$ cat src/rtl/conv_enc_pkg.sv
// Shared definitions for the K=3 rate-1/2 convolutional code.
// Used by the encoder (conv_enc_k3) and by the Viterbi decoder to build its
// expected branch outputs.
package conv_enc_pkg;

  localparam int unsigned K      = 3;
  localparam int unsigned SR_W   = K - 1;
  localparam int unsigned TAIL_W = 2;
  localparam int unsigned CNT_W  = 16;

  // Generators; the MSB taps the current input bit.
  localparam logic [K-1:0] G0 = 3'b111;
  localparam logic [K-1:0] G1 = 3'b101;

  typedef enum logic [1:0] {IDLE, DATA, TAIL} state_t;

  // Code pair as it appears on the channel: {c1, c0}.
  typedef struct packed {
    logic c1;
    logic c0;
  } pair_t;

  // Parity of the generator-selected taps.
  function automatic logic conv_parity(input logic [K-1:0] v, input logic [K-1:0] g);
    return ^(v & g);
  endfunction

endpackage

$ cat src/rtl/conv_enc_core.sv
// Combinational encoder step: {u, sr} -> code pair and next shift register.
// Ports:
//   u          current information (or tail) bit
//   sr         shift register, sr[0] = most recent prior bit
//   pair_c     {c1, c0}
//   sr_next_c  shift register after this bit
module conv_enc_core
  import conv_enc_pkg::*;
(
  input  logic            u,
  input  logic [SR_W-1:0] sr,
  output pair_t           pair_c,
  output logic [SR_W-1:0] sr_next_c
);

  logic [K-1:0] v;

  // Tap vector ordered newest to oldest to match the generator bit order.
  assign v         = {u, sr[0], sr[1]};
  assign pair_c.c0 = conv_parity(v, G0);
  assign pair_c.c1 = conv_parity(v, G1);
  assign sr_next_c = {sr[0], u};

endmodule

$ cat src/rtl/conv_enc_k3.sv
// Rate-1/2, K=3 convolutional encoder (G0=111, G1=101) with per-frame
// zero-tail termination and a single registered output slot.
// Ports:
//   clk, rst_n            clock, async active-low reset
//   in_valid/in_ready     input handshake; in_bit, in_last payload
//   out_valid/out_ready   output handshake; out_pair {c1,c0}, out_last payload
//   busy                  frame open (DATA or TAIL)
// Optional (macro CONV_ENC_K3_FRAME_CNT_EN):
//   frame_pairs           pairs accepted in the current/last frame (saturating)
//   frame_done            one-cycle pulse after the last pair of a frame is taken
module conv_enc_k3
  import conv_enc_pkg::*;
(
  input  logic       clk,
  input  logic       rst_n,
  input  logic       in_valid,
  output logic       in_ready,
  input  logic       in_bit,
  input  logic       in_last,
  output logic       out_valid,
  input  logic       out_ready,
  output logic [1:0] out_pair,
  output logic       out_last,
  output logic       busy
`ifdef CONV_ENC_K3_FRAME_CNT_EN
  ,
  output logic [CNT_W-1:0] frame_pairs,
  output logic             frame_done
`endif
);

  state_t              state, state_d;
  logic [TAIL_W-1:0]   tail_cnt, tail_cnt_d;
  logic [SR_W-1:0]     sr, sr_d, sr_next;
  logic                valid_d, last_d;
  logic [1:0]          pair_d;
  logic                slot_free, xfer, load, enc_u;
  pair_t               enc_pair;

  assign slot_free = !out_valid || out_ready;
  assign in_ready  = slot_free && (state != TAIL);
  assign xfer      = in_valid && in_ready;
  assign busy      = (state != IDLE);
  // Tail bits are forced to zero to flush the trellis back to state 0.
  assign enc_u     = (state == TAIL) ? 1'b0 : in_bit;

  conv_enc_core u_core (
    .u         (enc_u),
    .sr        (sr),
    .pair_c    (enc_pair),
    .sr_next_c (sr_next)
  );

  // State and output-slot register.
  always_ff @(posedge clk or negedge rst_n) begin
    if (!rst_n) begin
      state     <= IDLE;
      tail_cnt  <= '0;
      sr        <= '0;
      out_valid <= 1'b0;
      out_pair  <= '0;
      out_last  <= 1'b0;
    end else begin
      state     <= state_d;
      tail_cnt  <= tail_cnt_d;
      sr        <= sr_d;
      out_valid <= valid_d;
      out_pair  <= pair_d;
      out_last  <= last_d;
    end
  end

  // Next-state, slot load/drain and tail sequencing.
  always_comb begin
    state_d    = state;
    tail_cnt_d = tail_cnt;
    sr_d       = sr;
    valid_d    = out_valid;
    pair_d     = out_pair;
    last_d     = out_last;
    load       = 1'b0;

    // Drained slot empties unless reloaded below in the same cycle.
    if (slot_free) begin
      valid_d = 1'b0;
      last_d  = 1'b0;
    end

    case (state)
      IDLE, DATA: begin
        if (xfer) begin
          load    = 1'b1;
          state_d = DATA;
          if (in_last) begin
            state_d    = TAIL;
            tail_cnt_d = TAIL_W'(K - 1);
          end
        end
      end
      TAIL: begin
        if (slot_free) begin
          load       = 1'b1;
          tail_cnt_d = tail_cnt - TAIL_W'(1);
          if (tail_cnt == TAIL_W'(1)) begin
            last_d  = 1'b1;
            state_d = IDLE;
          end
        end
      end
      default: state_d = IDLE;
    endcase

    if (load) begin
      valid_d = 1'b1;
      pair_d  = {enc_pair.c1, enc_pair.c0};
      sr_d    = sr_next;
    end
  end

`ifdef CONV_ENC_K3_FRAME_CNT_EN
  logic clear_pending;

  // Accepted-pair counter; holds the final count until the next frame's first pair.
  always_ff @(posedge clk or negedge rst_n) begin
    if (!rst_n) begin
      frame_pairs   <= '0;
      frame_done    <= 1'b0;
      clear_pending <= 1'b0;
    end else begin
      frame_done <= 1'b0;
      if (out_valid && out_ready) begin
        if (clear_pending) begin
          frame_pairs <= CNT_W'(1);
        end else if (frame_pairs != {CNT_W{1'b1}}) begin
          frame_pairs <= frame_pairs + CNT_W'(1);
        end
        clear_pending <= out_last;
        frame_done    <= out_last;
      end
    end
  end
`endif

endmodule

$ cat config.mk
export PLATFORM = sky130hd
export DESIGN_NAME = conv_enc_k3
export DESIGN_NICKNAME = d
export VERILOG_FILES = /design/src/rtl/conv_enc_pkg.sv /design/src/rtl/conv_enc_core.sv /design/src/rtl/conv_enc_k3.sv
export SDC_FILE = /design/constraint.sdc
export NUM_CORES = 1
export LEC_CHECK = 0
export ABC_AREA = 0
export BUFFER_PORTS_ARGS = -buffer_cell sky130_fd_sc_hd__buf_4
export CAP_MARGIN = 20
export CELL_PAD_IN_SITES_DETAIL_PLACEMENT = 0
export CELL_PAD_IN_SITES_GLOBAL_PLACEMENT = 1
export CORE_MARGIN = 4
export CORE_UTILIZATION = 37
export CTS_BUF_LIST = sky130_fd_sc_hd__clkbuf_8
export CTS_CLUSTER_SIZE = 10
export DETAILED_ROUTE_END_ITERATION = 10
export GPL_ROUTABILITY_DRIVEN = 0
export HOLD_SLACK_MARGIN = 0.08
export PLACE_DENSITY = 0.72
export SYNTH_ARGS = -nofsm -noshare
export SYNTH_HDL_FRONTEND = slang
export SYNTH_SLANG_ARGS = --single-unit
$ cat constraint.sdc
create_clock -name clk -period 1.45 [get_ports clk]
set_clock_uncertainty 0.2 [all_clocks]
set_input_delay 0.29 -clock clk [delete_from_list [all_inputs] [get_ports clk]]
set_output_delay 0.29 -clock clk [all_outputs]
set_load 0.03 [all_outputs]
# After elaboration in Yosys (flattened, before gate mapping)
# Index checks and enable logic that the tools add are counted.
# W data, S select, Z words.
[totals]
word_cells = 47
register_bits = 10
[classes]
mux = 19
addsub = 1
n_reduce_logical = 13
n_eq_ne = 8
[op_table]
columns = ["op", "count"]
rows = [
  ["$mux W2", 7],
  ["$mux W1", 9],
  ["$ne A2 B2 Y1 const B", 4],
  ["$pmux W2 S2", 2],
  ["$reduce_bool A2 Y1", 3],
  ["$reduce_xor A3 Y1", 2],
  ["$eq A2 B1 Y1 const B", 2],
  ["$reduce_and A4 Y1", 1],
  ["$reduce_and A3 Y1", 1],
  ["$eq A2 B2 Y1 const B", 1],
  ["$logic_and A1 B1 Y1", 2],
  ["$logic_not A2 Y1", 1],
  ["$ne A2 B1 Y1 const B", 1],
  ["$pmux W1 S2", 1],
  ["$reduce_or A2 Y1", 1],
  ["$sub A2 B1 Y2 const B", 1],
  ["$logic_not A1 Y1", 1],
  ["$logic_or A1 B1 Y1", 1],
]

# Logic depth before layout (Yosys ltp)
[logic_depth]
ltp_word = 7
mapped_depth = 5
depth_no_buf = 5

# Hierarchy
# Synthesis repeated with hierarchy kept, for this count alone.
[unflattened]
hier_cells = 43
area_unflattened_um2 = 534.3
[modules_own_cells]
columns = ["module", "seq_area_each_um2", "cells_each", "area_per_inst_um2", "instances"]
rows = [
  ["conv_enc_k3", 250.2, 39, 486.7, 1],
  ["conv_enc_core", 0.0, 4, 47.5, 1],
]

# Worst setup path after synthesis
# Ideal clock, no wire load.
[synth_path]
path_type = "reg-to-output"
start = "reg out_valid"
end = "out in_ready"
t_arrival_ns = 1.181
slack_ns = -0.221
n_path_buf = 0
path_stages_with_launch = 3
path_cell_list = "dfrtp_1 > and2b_1 > nor2_1"
[synth_via]
elab_chain_len = 3
[synth_rtl]
columns = ["element", "line_no", "source"]
rows = [
  ["from (decl)", "conv_enc_k3.sv:20", "output logic out_valid,"],
  ["from (signal assigned)", "conv_enc_k3.sv:67", "out_valid <= valid_d;"],
  ["$logic_not A1 Y1", "conv_enc_k3.sv:40", "assign slot_free = !out_valid || out_ready;"],
  ["$logic_or A1 B1 Y1", "conv_enc_k3.sv:40", ""],
  ["$logic_and A1 B1 Y1", "conv_enc_k3.sv:41", "assign in_ready = slot_free && (state != TAIL);"],
  ["to (decl)", "conv_enc_k3.sv:17", "output logic in_ready,"],
]
# Every way passes these cells.

# Worst setup path in the final report
# Ends and elaborated chain as after synthesis.

==> flow_metrics.py <==
metrics = {
    "global_route": {
        "grt-busiest-layer": "met2",
        "grt_max_degree": 11,
        "grt.met2_usage": 0.201,
        "use_met3": 0.0474,
        "gr-total-overflow": 0,
        "grt_pass1_vias": 412,
        "grt_pass1_wl_um": 1800,
        "antenna_found_initial": 0,
        "grt_usage": 0.129,
        "use_met1": 0.146,
    },
    "synth": {
        "synth_top_area_share": 0.480,
        "mappedNetlistNets": 56,
        "ys.warnings.count": 0,
        "synth-edff-count": 0,
        "synthArstFlopShare": 1.00,
        "yosysTopAreaCell": "dfrtp_1",
        "ys_seq_area_frac": 0.480,
        "synth_flop_cell": "dfrtp_1",
        "synth-seq-cells": 10,
        "synth_area_um2": 522,
        "synthDistinctLibCells": 25,
        "synthTopCellsByArea": "dfrtp_1, o21ai_4, a21oi_1, o21ai_1, nand2_1",
        "netlist_instances": 49,
        "synth.most_common_cell": "dfrtp_1",
        "synth.cells.most_frequent": "dfrtp_1, nand2_1, a21oi_1, o21ai_1",
        "syn_area_per_cell_um2": 10.6,
    },
    "power_and_ir_drop": {
        "p_switching_mw": 0.733,
        "irDropWorstVdd_mv": 1.08,
        "power_frac_seq": 0.259,
        "p_total_mw": 1.89,
        "cell_internal_pwr_mw": 1.16,
        "power_frac_comb": 0.552,
        "sw_frac_of_total": 0.388,
        "clockPowerShare": 0.190,
        "p_per_area_nw_per_um2": 2330,
        "p_leak_nw": 0.381,
    },
    "sta": {
        "setup_tns_ps": -156,
        "finalSetupViolCount": 2,
        "hold_violations": 0,
        "rsz0062_at_grt": "true",
        "slew_violations": 0,
        "maxSlewHeadroom": 0.865,
        "postLayoutSetupSlackWorst_ps": -89.0,
        "period_share": 1.06,
        "fin_crit_ps": 1540,
        "holdWs_ps": 154,
        "max_freq_ghz": 0.650,
        "tightest_slew_ps": 201,
    },
    "setup_path": {
        "worst_ep_arrival_time_ps": 1050,
        "critPathBufInv": 1,
        "cpLargestDelayFamily": "flip-flops",
        "worst-path-stages": 3,
        "slowest_delay_ps": 390,
        "criticalPathCategory": "flop to primary output",
        "end_kind": "primary output",
        "ff2ff_path_depth": 3,
        "slowest_stage": "dfrtp_2",
        "critPathRequiredTime_ps": 960,
        "worstPathMaxFanout": 2,
        "cp-start-kind": "flop",
        "crit_chain": "and2b_2, nor2_4, buf_6",
    },
    "clock_tree": {
        "cts_max_level": 1,
        "numClockSinks": 10,
        "cts_tree": "built",
        "clk_pin_slew_ps": 50,
        "cts_root_buf": "clkbuf_8",
        "cts_buffers": 3,
        "cts_buffer_depth": 2,
        "insertion_delay_ps": 240,
    },
    "finish": {
        "design_area_um2": 811,
        "antenna_cells": 0,
        "fillerInstances": 111,
        "drive_gt1_frac": 0.507,
        "post-route-util": 0.615,
        "fin_nets": 83,
        "area_growth_pct": 55.4,
    },
    "status": {
        "status": "complete, but fails checks",
        "violations": "setup timing",
    },
    "floorplan": {
        "floorplan.initialDensity": 0.396,
        "fp.dieW_um": 45.6,
        "fp-row-count": 13,
        "design.die.area_um2": 2070,
        "fp.dieH_um": 45.6,
        "coreArea_um2": 1320,
        "pin_count": 12,
    },
    "detailed_routing": {
        "drt-total-wl_um": 1190,
        "viasPerCell": 4.93,
        "wl_per_cell_um": 13.3,
        "drt-initial-drc-count": 10,
        "drtPass1Iterations": 4,
        "vias": 444,
        "ant_nets": 0,
        "drc": 0,
    },
    "placement": {
        "place_area_um2": 661,
        "hpwl_um": 744,
        "io_buffer_count": 11,
    },
    "flow_run": {
        "maxCapViolCount": 0,
    },
    "worst_hold_path": {
        "hold_depth": 2,
        "hp-class": "input port to flop",
    },
}
## worst register-to-register path, delay by kind of cell (launching register included)
kind | cells | cell delay, ps
flip-flops | 1 | 390
buffers and inverters | 1 | 160
AND/OR/NAND/NOR | 2 | 580
## final timing paths
check	to	slack, ps	from
setup / recovery	in_ready	-90	out_valid
hold / removal	state[1]	150	in_valid
setup reg to reg	out_valid	10	out_valid
hold reg to reg	flop	260	flop
max in group asynchronous	state[0]	670	rst_n
min in group asynchronous	async pin	210	rst_n
## power by group through the flow
stage	logic, mW	registers, mW	clock network, mW
after floorplan	0.548	0.566	0
after global placement	0.883	0.505	0
after detailed placement	0.890	0.511	0
after CTS	1.05	0.486	0.364
after global routing	1.14	0.502	0.371
final	1.04	0.489	0.359
## layer usage
layer,up-vias,share of wire,wire length [um]
li1,227,-,-
met4,0,0.016,19
met2,8,0.51,603
met3,4,0.049,59
met1,205,0.43,512
met5,-,0,0
## timing repair
action / in CTS / in global routing
gates resized for setup: 4 / 5
setup endpoints to repair: 2 / 8
buffers inserted: 5 / 2
hold endpoints to repair: 11 / 0
hold buffers: 3 / 0
pin swaps: 1 / 4
## cell families after synthesis
logic type,count (synthesis),share of synthesized area
AOI/OAI and AO/OA,15,0.216
buffers and inverters,3,0.0288
and+or+nand+nor,16,0.173
muxes,1,0.0288
xor gates and xnor gates,3,0.0504
adders and majority gates,1,0.0240
DFF,10,0.480
## placed cells by master (no fill, tap or decap), types with 2 or more instances in the layout
master         netlist  layout
nor2b_4              1       2
clkbuf_8             0       4
dfrtp_2              0       2
xnor2_1              2       2
o21ai_1              4       4
inv_2                2       2
buf_6                0       4
a21oi_1              4       3
dlygate4sd3_1        0       3
o21ai_4              2       2
nand2_1              5       5
dfrtp_1             10       8
buf_4                1      16
## area by class of cell
cell class / instances / area, um2 / area share
inverters: 2 / 7.51 / 0.00926
well taps: 15 / 18.8 / 0.0231
flip-flops and latches: 10 / 253 / 0.312
repair buffers: 23 / 195 / 0.241
clock buffers: 4 / 55.1 / 0.0679
multi-input cells: 36 / 282 / 0.347
## sequential cells by signal, summed over array words and instances (netlist names), named ones only
name	cells
out_pair	2
out_valid	1
state	2
tail_cnt	2
sr	2
## through the flow
step,worst slack (ps),std cells
final,-89.0,90
after global routing,-138,90
after CTS,-96.0,89
after detailed placement,40.2,77
after global placement,54.8,77
after floorplan,19.8,49
Note: power is estimated with default switching activity, not from simulation.
